[src/rtl/prio_arbiter.sv]
// Request arbiter with registered grant outputs; holds a grant until ack.
// Compile with ROUND_ROBIN_EN defined for rotating priority, otherwise fixed highest-index priority.
module prio_arbiter #(
   parameter int N = 8,
   parameter int W = $clog2(N)
) (
   input  logic         clk,
   input  logic         rst,
   input  logic         en,
   input  logic [N-1:0] req,
   input  logic         ack,
   output logic         grant_vld,
   output logic [W-1:0] grant_idx,
   output logic [N-1:0] grant_oh,
   output logic         busy
);

   typedef enum logic {IDLE, GRANT} state_t;

   state_t       state_reg, state_next;
   logic         vld_reg, vld_next;
   logic [W-1:0] idx_reg, idx_next;
   logic [N-1:0] oh_reg, oh_next, sel_oh;
   logic [W-1:0] sel_idx;
   logic         issue;

   // A new grant can only be taken when nothing is held or the holder releases this cycle.
   assign issue = en && (|req) && ((state_reg == IDLE) || ack);

`ifdef ROUND_ROBIN_EN
   logic [W-1:0] ptr_reg;
   int           start;
   int           cand;
   logic [W-1:0] cand_idx;

   // Descending search from ptr-1 with wrap; the lowest offset is evaluated last so it wins.
   always_comb begin
      sel_idx  = '0;
      start    = (int'(ptr_reg) + N - 1) % N;
      cand     = 0;
      cand_idx = '0;
      for (int k = N - 1; k >= 0; k--) begin
         cand     = (start - k + N) % N;
         cand_idx = W'(cand);
         if (req[cand_idx]) sel_idx = cand_idx;
      end
   end

   always_ff @(posedge clk or posedge rst) begin
      if (rst) begin
         ptr_reg <= '0;
      end else if (issue) begin
         ptr_reg <= sel_idx;
      end
   end
`else
   always_comb begin
      sel_idx = '0;
      for (int k = 0; k < N; k++) begin
         if (req[k]) sel_idx = W'(k);
      end
   end
`endif

   genvar gi;
   generate
      for (gi = 0; gi < N; gi++) begin : g_oh
         assign sel_oh[gi] = (sel_idx == W'(gi));
      end
   endgenerate

   always_comb begin
      state_next = state_reg;
      vld_next   = vld_reg;
      idx_next   = idx_reg;
      oh_next    = oh_reg;
      case (state_reg)
         IDLE:    state_next = issue ? GRANT : IDLE;
         GRANT:   if (ack) state_next = issue ? GRANT : IDLE;
         default: state_next = IDLE;
      endcase
      if ((state_reg == IDLE) || ack) begin
         vld_next = issue;
         idx_next = issue ? sel_idx : '0;
         oh_next  = issue ? sel_oh  : '0;
      end
   end

   always_ff @(posedge clk or posedge rst) begin
      if (rst) begin
         state_reg <= IDLE;
         vld_reg   <= 1'b0;
         idx_reg   <= '0;
         oh_reg    <= '0;
      end else begin
         state_reg <= state_next;
         vld_reg   <= vld_next;
         idx_reg   <= idx_next;
         oh_reg    <= oh_next;
      end
   end

   assign grant_vld = vld_reg;
   assign grant_idx = idx_reg;
   assign grant_oh  = oh_reg;
   assign busy      = (state_reg == GRANT);

endmodule

[config.mk]
export PLATFORM = sky130hd
export DESIGN_NAME = prio_arbiter
export DESIGN_NICKNAME = d
export VERILOG_FILES = /design/src/rtl/prio_arbiter.sv
export SDC_FILE = /design/constraint.sdc
export NUM_CORES = 1
export LEC_CHECK = 0
export CAP_MARGIN = 20
export CORE_AREA = 2 2 41 43
export DETAILED_ROUTE_END_ITERATION = 6
export DIE_AREA = 0 0 43 45
export PLACE_DENSITY = 0.86
export SLEW_MARGIN = 20
export SYNTH_ARGS = -nofsm -noshare
export SYNTH_HDL_FRONTEND = slang
export SYNTH_SLANG_ARGS = --single-unit
[constraint.sdc]
create_clock -name clk -period 1.9 [get_ports clk]
set_input_delay 0.285 -clock clk [delete_from_list [all_inputs] [get_ports clk]]
set_output_delay 0.285 -clock clk [all_outputs]
set_load 0.05 [all_outputs]
# Word level (Yosys, flattened, before mapping)
# Cells that the tools add are included.
[op_classes] n_eq_ne=7 n_mux=12 bitwise=1 n_reduce_logical=5
[ops] operator="$mux W3" n=6
[ops] operator="$eq A3 B3 Y1 const B" n=4
[ops] operator="$mux W8" n=1
[ops] operator="$reduce_or A8 Y1" n=1
[ops] operator="$eq A3 B2 Y1 const B" n=2
[ops] operator="$eq A3 B1 Y1 const B" n=1
[ops] operator="$logic_not A3 Y1" n=1
[ops] operator="$mux W1" n=3
[ops] operator="$logic_and A1 B1 Y1" n=2
[ops] operator="$mux W2" n=1
[ops] operator="$pmux W1 S2" n=1
[ops] operator="$logic_or A1 B1 Y1" n=1
[ops] operator="$not A1 Y1" n=1
[totals] register_bits=13 inputBits=12 output_inout_bits=13

# Logic depth before layout (Yosys ltp)
[depth] ltp_word=9 mapped_depth=5 depth_no_buf=4

# Least setup slack after synthesis
# Ideal clock, no wire load.
[synth_timing] path_type="reg-to-reg" from="register state_reg (netlist: busy)" to="register oh_reg[4] (netlist: grant_oh[4])" arrival_ps=1508 slack_ps=282 stages_incl_launch_ff=6 path_buffers=2 cell_sequence="dfrtp_1 -> nor2b_1 -> clkbuf_1 -> clkbuf_1 -> nand2_1 -> o41ai_1"
[synth_via] elab_chain_cells=4
[synth_rtl] element="start: declaration" line="20" source="state_t state_reg, state_next;"
[synth_rtl] element="start signal: assignment" line="96" source="state_reg <= state_next;"
[synth_rtl] element="$not A1 Y1 *" line="28, 82"
[synth_rtl] element="$logic_or A1 B1 Y1 *" line="28, 82"
[synth_rtl] element="$logic_and A1 B1 Y1" line="28" source="assign issue = en && (|req) && ((state_reg == IDLE) || ack);"
[synth_rtl] element="$mux W8" line="85" source="oh_next = issue ? sel_oh : '0;"
[synth_rtl] element="end signal: assignment" line="99" source="oh_reg <= oh_next;"
[synth_rtl] element="end: declaration" line="23" source="logic [N-1:0] oh_reg, oh_next, sel_oh;"
# Every way passes the cells marked *; elsewhere a longest branch is shown, timed or not.
# A chain may end at the register's enable or synchronous reset.

# Worst setup path in the final report
[layout_timing] from="register idx_reg[1] (netlist: grant_idx[1])" to="output port grant_idx[1]"
[layout_rtl] element="start: declaration" line="22" source="logic [W-1:0] idx_reg, idx_next;"
[layout_rtl] element="start signal: assignment" line="98" source="idx_reg <= idx_next;"
[layout_rtl] element="end: declaration" line="13" source="output logic [W-1:0] grant_idx,"
# No word-level cell between the ends.

==> run metrics <==
status=finished, final reports clean; most frequent cells in the layout=24 x clkdlybuf4s50_1, 16 x nand2_1, 13 x dfrtp_1; Worst path slowest cell=clkdlybuf4s50_1; Chip Height=45 um; CTS clk-pin slew, worst paths=0.08 ns; Critical Path Fanout Max=2; CTS tree=yes; post-synthesis sequential area ratio=53.5%; largest net degree at the start of global routing=19; maximum achievable frequency=0.575 GHz; Max rail drop VDD=0.422 mV; crit-path leading delay family=buffers and inverters; Tightest Pin Transition=0.512 ns; DRC viols=0; Tmin final=1.74 ns; hpwl dp=1.16 mm; Yosys top cell by area=dfrtp_1; H-tree levels=1; type of the worst min-delay path=in2async; Hold Fails Final Rpt=0; WL final=1.55 mm; type of origin of the critical path=flop; Mapped Area=608 sq um; worst-path cell chain=clkdlybuf4s50_1; starting DRC count in detailed routing=17; root buffer cell=clkbuf_4; fin nets=110; share of cells above drive strength 1=13.4%; vias=608; synthesis-stage register bit count=13; clock skew=0.00494 ns; Worst-Skew Late Latency=0.27 ns; CTS Sinks=13; Initial Util=41.3%; GP Congestion=0.889; via/cell ratio=5.38; largest cells by area after synthesis=dfrtp_1 53%, nand2_1 9.9%, o31ai_1 4.9%; register cell area after layout=325 sq um; TritonCTS buffer count=3; CORE AREA=0.00147 sq mm; cell count after synthesis=64; WL/cell=13.7 um; Final setup viols=0; final instance area=940 sq um; Ys Warns=0; instance area after placement=913 sq um; crit end category=primary output; post-synthesis net count=76; synth unique cells=19; number of primary I/O pins=25; Largest stage delay, worst path=0.82 ns; area of the multi-input gates=260 sq um; pwr dens=693 mW/mm^2; initial antenna violation count=0; slew margin rel.=65.7%; post-synth top area share=53.5%; Final TNS setup=0 ns; Fill cells=128; commonest non-fill, non-tap cell in the layout=clkdlybuf4s50_1; Synth Area per Inst=9.50 sq um; Slew Viols, Final=0; IO Port Bufs=24; # resized after CTS=0; critical path required time=1.62 ns; post-CTS setup buffers=0; Initial DRT Pass Iterations=4; Area Growth Syn to Fin=54.5%; CTS Hold Bufs=0; Pleak=0.000420 uW; CP Buf/Inv Count=1; Cell Rows=14; reg-to-reg slack, setup=0.75 ns; clk buf depth=2; CP arrival=1.45 ns; Max Cap Viol=0; global-route wire length before repair=2.63 mm; vias in the first global route=584; GRT Total Usage=18.3%; Die W=43 um; number of diodes=0; fin crit share=91.5%; crit path kind=reg2out; RSZ-0062 raised after global routing=no; Overflow after GRT=0; DRT antenna net count=0; die area=0.00194 sq mm
[kinds of logic after synthesis]
group,share of synthesized area (%)
flops,53.5
simple gates,23.0
compound gates,19.8
buf+inv,3.70
[power breakdown]
part           leakage [uW]  switching, uW  total [uW]  internal (uW)
logic              0.000235            109         179           70.2
clock network     0.0000150           90.6         172           81.3
registers          0.000170           8.43         300            292
[worst paths after layout]
check	startpoint	to	cells past startpoint
min	rst	grant_oh[3]$_DFFE_PP0N_	2
max	grant_idx[1]$_DFFE_PP0N_	grant_idx[1]	1
min in group clk	grant_oh[7]$_DFFE_PP0N_	grant_oh[7]$_DFFE_PP0N_	2
max in group asynchronous	rst	grant_oh[6]$_DFFE_PP0N_	2
min reg2reg	grant_oh[7]$_DFFE_PP0N_	grant_oh[7]$_DFFE_PP0N_	2
max reg2reg	busy$_DFF_PP0_	grant_oh[4]$_DFFE_PP0N_	3
[stage by stage]
| stage | hold slack, ns | utilization [%] | setup WS (ns) | total power [uW] | instances |
|---|---|---|---|---|---|
| 3_3_place_gp | 0.458 | 62.1 | 0.137 | 481 | 109 |
| 5_1_grt | 0.375 | 63.9 | 0.127 | 680 | 113 |
| 2_1_floorplan | 0.162 | - | 0.282 | 400 | 64 |
| 4_1_cts | 0.347 | 63.9 | 0.154 | 655 | 113 |
| 6_report | 0.325 | 63.9 | 0.161 | 651 | 113 |
| 3_5_place_dp | 0.464 | 62.1 | 0.0774 | 485 | 109 |
[layer usage]
metal	track usage (%)	part of all wire [%]
met1	24.7	43
met2	30.0	47
met3	2.80	8.7
met4	7.27	0.71
met5	0	0
[state kept, by name, summed over array words and instances, names as in the netlist]
| name | cells |
|---|---|
| grant_oh | 8 |
| grant_idx | 3 |
| busy | 1 |
| grant_vld | 1 |
[cell usage after synthesis, drive strengths merged]
cell / number
nand2: 16
dfrtp: 13
o21ai: 7
inv: 4
nor2: 4
o31ai: 4
nor2b: 3
a22o: 2
clkbuf: 2
nand3: 2
a21oi: 1
a32o: 1
nand2b: 1
nor4: 1
o2111ai: 1
o41ai: 1
or3b: 1
[area by class of cell]
class                           count  area share [%]
Sequential cell                    13            34.6
Inverter                            4            1.60
Multi-Input combinational cell     45            27.7
Clock buffer                        4            2.80
Timing Repair Buffer               31            31.2
Tap cell                           16            2.13
(Power assumes the default switching activity.)
